### src/rtl/z88_bus_master.sv
// Z80-style bus master driving the Blink gate array: sequences T1/T2/TW/T3 machine cycles
// for memory and IO transactions, with automatic IO wait states and a wait_n timeout abort.
module z88_bus_master #(
    parameter int unsigned IO_WAIT  = 1,
    parameter int unsigned WAIT_MAX = 255
) (
    input  logic        mck,
    input  logic        rin,

    input  logic        req_valid,
    output logic        req_ready,
    input  logic        req_io,
    input  logic        req_wr,
    input  logic        req_m1,
    input  logic [15:0] req_addr,
    input  logic [7:0]  req_wdata,

    output logic        rsp_valid,
    output logic [7:0]  rsp_rdata,
    output logic        rsp_err,

    output logic [15:0] ca,
    output logic [7:0]  bus_do,
    output logic        bus_oe,
    input  logic [7:0]  bus_di,
    output logic        mrq_n,
    output logic        ior_n,
    output logic        crd_n,
    output logic        cm1_n,
    input  logic        wait_n
);

    localparam logic [1:0] IoWaitCnt  = 2'(IO_WAIT);
    localparam logic [8:0] WaitMaxCnt = 9'(WAIT_MAX);

    typedef enum logic [2:0] {
        StIdle,
        StT1,
        StT2,
        StTw,
        StT3
    } state_e;

    state_e      state_q, state_d;

    logic        io_q, io_d;
    logic        wr_q, wr_d;
    logic        m1_q, m1_d;
    logic [15:0] addr_q, addr_d;
    logic [7:0]  wdata_q, wdata_d;

    logic [1:0]  auto_q, auto_d;
    logic [7:0]  tmo_q, tmo_d;

    logic        rsp_valid_q, rsp_valid_d;
    logic        rsp_err_q, rsp_err_d;
    logic [7:0]  rdata_q, rdata_d;

    logic        tmo_hit;

    // Timeout fires on the TW edge whose low wait_n brings the count up to WAIT_MAX.
    assign tmo_hit = ({1'b0, tmo_q} + 9'd1) >= WaitMaxCnt;

    always_comb begin
        state_d     = state_q;
        io_d        = io_q;
        wr_d        = wr_q;
        m1_d        = m1_q;
        addr_d      = addr_q;
        wdata_d     = wdata_q;
        auto_d      = auto_q;
        tmo_d       = tmo_q;
        rsp_valid_d = 1'b0;
        rsp_err_d   = 1'b0;
        rdata_d     = rdata_q;

        unique case (state_q)
            StIdle: begin
                if (req_valid) begin
                    io_d    = req_io;
                    wr_d    = req_wr;
                    m1_d    = req_m1;
                    addr_d  = req_addr;
                    wdata_d = req_wdata;
                    state_d = StT1;
                end
            end
            StT1: begin
                auto_d  = io_q ? IoWaitCnt : 2'd0;
                tmo_d   = 8'd0;
                state_d = StT2;
            end
            StT2: begin
                if ((auto_q != 2'd0) || !wait_n) begin
                    state_d = StTw;
                end else begin
                    state_d = StT3;
                end
            end
            StTw: begin
                // Every TW consumes one automatic wait, whether or not wait_n is also held.
                auto_d = (auto_q != 2'd0) ? auto_q - 2'd1 : 2'd0;
                if (!wait_n) begin
                    tmo_d = tmo_q + 8'd1;
                    if (tmo_hit) begin
                        state_d     = StIdle;
                        rsp_valid_d = 1'b1;
                        rsp_err_d   = 1'b1;
                        rdata_d     = 8'hFF;
                        tmo_d       = 8'd0;
                    end
                end else begin
                    tmo_d = 8'd0;
                    if (auto_q <= 2'd1) begin
                        state_d = StT3;
                    end
                end
            end
            StT3: begin
                state_d     = StIdle;
                rsp_valid_d = 1'b1;
                if (!wr_q) begin
                    rdata_d = bus_di;
                end
            end
            default: begin
                state_d = StIdle;
            end
        endcase
    end

    always_ff @(posedge mck or posedge rin) begin
        if (rin) begin
            state_q     <= StIdle;
            io_q        <= 1'b0;
            wr_q        <= 1'b0;
            m1_q        <= 1'b0;
            addr_q      <= 16'h0000;
            wdata_q     <= 8'h00;
            auto_q      <= 2'd0;
            tmo_q       <= 8'd0;
            rsp_valid_q <= 1'b0;
            rsp_err_q   <= 1'b0;
            rdata_q     <= 8'h00;
        end else begin
            state_q     <= state_d;
            io_q        <= io_d;
            wr_q        <= wr_d;
            m1_q        <= m1_d;
            addr_q      <= addr_d;
            wdata_q     <= wdata_d;
            auto_q      <= auto_d;
            tmo_q       <= tmo_d;
            rsp_valid_q <= rsp_valid_d;
            rsp_err_q   <= rsp_err_d;
            rdata_q     <= rdata_d;
        end
    end

    logic active;
    logic io_strobe_phase;
    logic m1_phase;

    // Bus outputs decode straight from state so an asynchronous reset releases them at once.
    always_comb begin
        active          = (state_q != StIdle);
        io_strobe_phase = (state_q == StT2) || (state_q == StTw) || (state_q == StT3);
        m1_phase        = (state_q == StT1) || (state_q == StT2);

        req_ready = (state_q == StIdle);
        ca        = active ? addr_q : 16'h0000;
        mrq_n     = !(active && !io_q);
        ior_n     = !(io_q && io_strobe_phase);
        crd_n     = !(active && !wr_q);
        cm1_n     = !(m1_phase && !io_q && !wr_q && m1_q);
        bus_oe    = active && wr_q;
        bus_do    = (active && wr_q) ? wdata_q : 8'h00;

        rsp_valid = rsp_valid_q;
        rsp_err   = rsp_err_q;
        rsp_rdata = rdata_q;
    end

endmodule

### config.mk
export PLATFORM = sky130hd
export DESIGN_NAME = z88_bus_master
export DESIGN_NICKNAME = d
export VERILOG_FILES = /design/src/rtl/z88_bus_master.sv
export SDC_FILE = /design/constraint.sdc
export NUM_CORES = 1
export LEC_CHECK = 0
export CAP_MARGIN = 10
export CORE_MARGIN = 2
export CORE_UTILIZATION = 40
export CTS_BUF_LIST = sky130_fd_sc_hd__clkbuf_16
export DETAILED_ROUTE_END_ITERATION = 8
export DONT_BUFFER_PORTS = 1
export PLACE_DENSITY = 0.63
export SLEW_MARGIN = 20
export SYNTH_ARGS = -nofsm -noshare
export SYNTH_HDL_FRONTEND = slang
export SYNTH_SLANG_ARGS = --single-unit
### constraint.sdc
create_clock -name mck -period 1.7 [get_ports mck]
set_input_delay 0.51 -clock mck [delete_from_list [all_inputs] [get_ports mck]]
set_output_delay 0.51 -clock mck [all_outputs]
set_load 0.05 [all_outputs]
==> out/results.txt <==
Outcome - finished with violations
Failing checks - setup timing
Setup ws final - -0.332 ns
Distinct cells, synth - 50
Top cell type's share of synthesized area - 0.486
Initial Utilization - 0.410
Die Ht - 84.2 um
Async SR Flop Fraction - 1.00
Max Clock Freq - 0.492 GHz
PD cells - 2340 mW/mm^2
Final min period - 2.03 ns
Final instance area - 0.00345 sq mm
Via count of the first global-routing pass - 1991
I/O Buffers - 0
Hold Path Class - input port to asynchronous set/reset pin
Critical Path Stages - 3
Final setup viols - 73
Initial antenna violation count - 0
Residual DRC - 0
Layout cells sized above 1 - 0.522
Routability Congestion - 0.853
CP peak stage delay - 0.45 ns
Worst clock skew - 0.00523 ns
Avg Synthesized Cell Area - 10.8 sq um
Die X - 84.2 um
Filler instances - 511
# nets final - 315
Via count - 1907
Commonest non-fill, non-tap cell in the layout - dfrtp_1
Hold_ws - 0.153 ns
Pre-CTS setup slack - -0.113 ns
CP max-delay cell - dfrtp_1
Final period utilization - 1.20
Slew @ Worst Pin - 0.487 ns
Crit end category - primary output
Slew Viols, Final - 0
Core footprint - 0.00628 sq mm
Critical path cell sequence - or3_4 -> buf_6 -> and2_4
Syn nets - 280
Setup_tns - -15.25 ns
CTS Buf Count - 5
CP Data Required Time - 1.19 ns
Die Footprint - 0.00710 sq mm
Skew-Pair Late Insertion Delay - 0.29 ns
Kind of cell adding the most delay to the critical path - simple AND/OR/NAND/NOR gates
Via-to-Cell Ratio - 5.43
Unrepaired setup endpoints after global routing - true
Kind of critical path - register to primary output
H-tree depth - 2
Post-synth top flop - dfrtp_1
Wire per inst - 18.4 um
# rows - 29
Overflow after GRT - 0
Cells on worst reg2reg path - 6
Worst-path maximum fanout - 7
Area leader, netlist - dfrtp_1
IO Count - 79
Hold_buf cts - 0
Sequential area share after synthesis - 0.486
Startpoint Class - register
Buf/Inv on CP - 1
Relative slew slack - 0.675
Antenna Violating Nets Remaining - 0
Mapped Cells - 239
Sink Count - 50
Pre-antenna DRT Iters - 4
Yosys reg bits - 50
Diodes inserted - 0
CTS tree - built
Placed wire-length estimate - 4.01 mm
Lkg Pwr - 0.00159 uW
Syn-to-layout area delta - 34.0%
Crit path DAT - 1.52 ns
Final wirelength - 6.45 mm
First-pass GRT wire length - 10.3 mm
Final hold viol count - 0
First-iteration detailed-routing DRC count - 103
Synth top area cells - dfrtp_1 49%, mux2_4 12%, nand2_1 5.1%, and2_1 4.1%, mux2_2 3.1%
Commonest cells after routing, fill and taps aside - 50 x dfrtp_1, 32 x nand2_1, 27 x mux2_4
Clock tree buffer depth - 2
Placed Area - 0.00296 sq mm
Max VDD drop - 1.60 mV
Mapped Area - 0.00257 sq mm
CTS root buf - clkbuf_16
Gr usage total - 0.183
Clock transition at path regs - 0.07 ns
Maxcap violations - 0
Largest net degree at the start of global routing - 51
Yosys warns - 0
Post-synth EDFFs - 0
-- layer usage --
layer  part of all wire  track usage
met1               0.43        0.243
met2               0.50        0.290
met3              0.048       0.0472
met4              0.024       0.0689
met5                  0            0
-- sequential cells by signal (all words and copies together), names as in the netlist --
signal / count
state_q: 3
tmo_q: 8
rsp_err: 1
wdata_q: 8
io_q: 1
rsp_valid: 1
m1_q: 1
rsp_rdata: 8
addr_q: 16
auto_q: 2
wr_q: 1
-- where the power goes --
group	total, uW	internal [uW]	switching, uW
combinational	4640	1950	2690
sequential	2440	1700	747
clock	981	541	440
total	8060	4190	3870
-- through the flow --
step / cells / total power (uW) / util
floorplan: 239 / 5880 / -
global placement: 335 / 6330 / 0.472
detailed placement: 335 / 6400 / 0.472
CTS: 353 / 8060 / 0.545
global route: 351 / 8450 / 0.550
finish: 351 / 8060 / 0.550
-- Yosys cell counts, types with 5 or more instances --
master    count
mux2_2        7
and3_1        8
inv_1         8
o21ai_0       9
nand3_1      10
mux2_4       20
a21oi_1       6
clkbuf_1      6
dfrtp_1      50
and2_1       17
nor2_1        9
nor3_1        5
nand2_1      35
-- timing repair --
action                     in CTS  in global routing
gates resized for setup        46                 23
gates cloned                    4                  0
buffers inserted                8                  3
setup endpoints to repair      74                 77
pin swaps                      13                 16
-- logic make-up after synthesis --
kind of cell,after synthesis,share of synthesized area
fa+ha+maj,2,0.00972
buf+inv,24,0.0617
xor+xnor,3,0.0102
mux,28,0.151
simple gates,103,0.208
flops,50,0.486
compound gates,29,0.0734
-- final timing paths --
kind	start	endpoint	slack [ns]
worst max register to register	state_q[2]	addr_q[6]	-0.20
worst min-delay path	rin	tmo_q[7]	0.15
worst max-delay path	state_q[2]	ca[12]	-0.33
min in group mck	bus_di[5]	rsp_rdata[5]	0.35
max in group asynchronous	rin	io_q	1.32
worst min register to register	wdata_q[3]	wdata_q[3]	0.51
-- area by class of cell --
class | count | area (sq um) | share of cell area
Sequential cell | 50 | 1250 | 0.363
Clock inverter | 2 | 13.8 | 0.00399
Clock buffer | 5 | 125 | 0.0363
Inverter | 9 | 50.0 | 0.0145
Tap cell | 77 | 96.3 | 0.0279
Timing Repair Buffer | 41 | 418 | 0.121
Multi-Input combinational cell | 167 | 1500 | 0.434
Note: power is estimated with default switching activity, not from simulation.
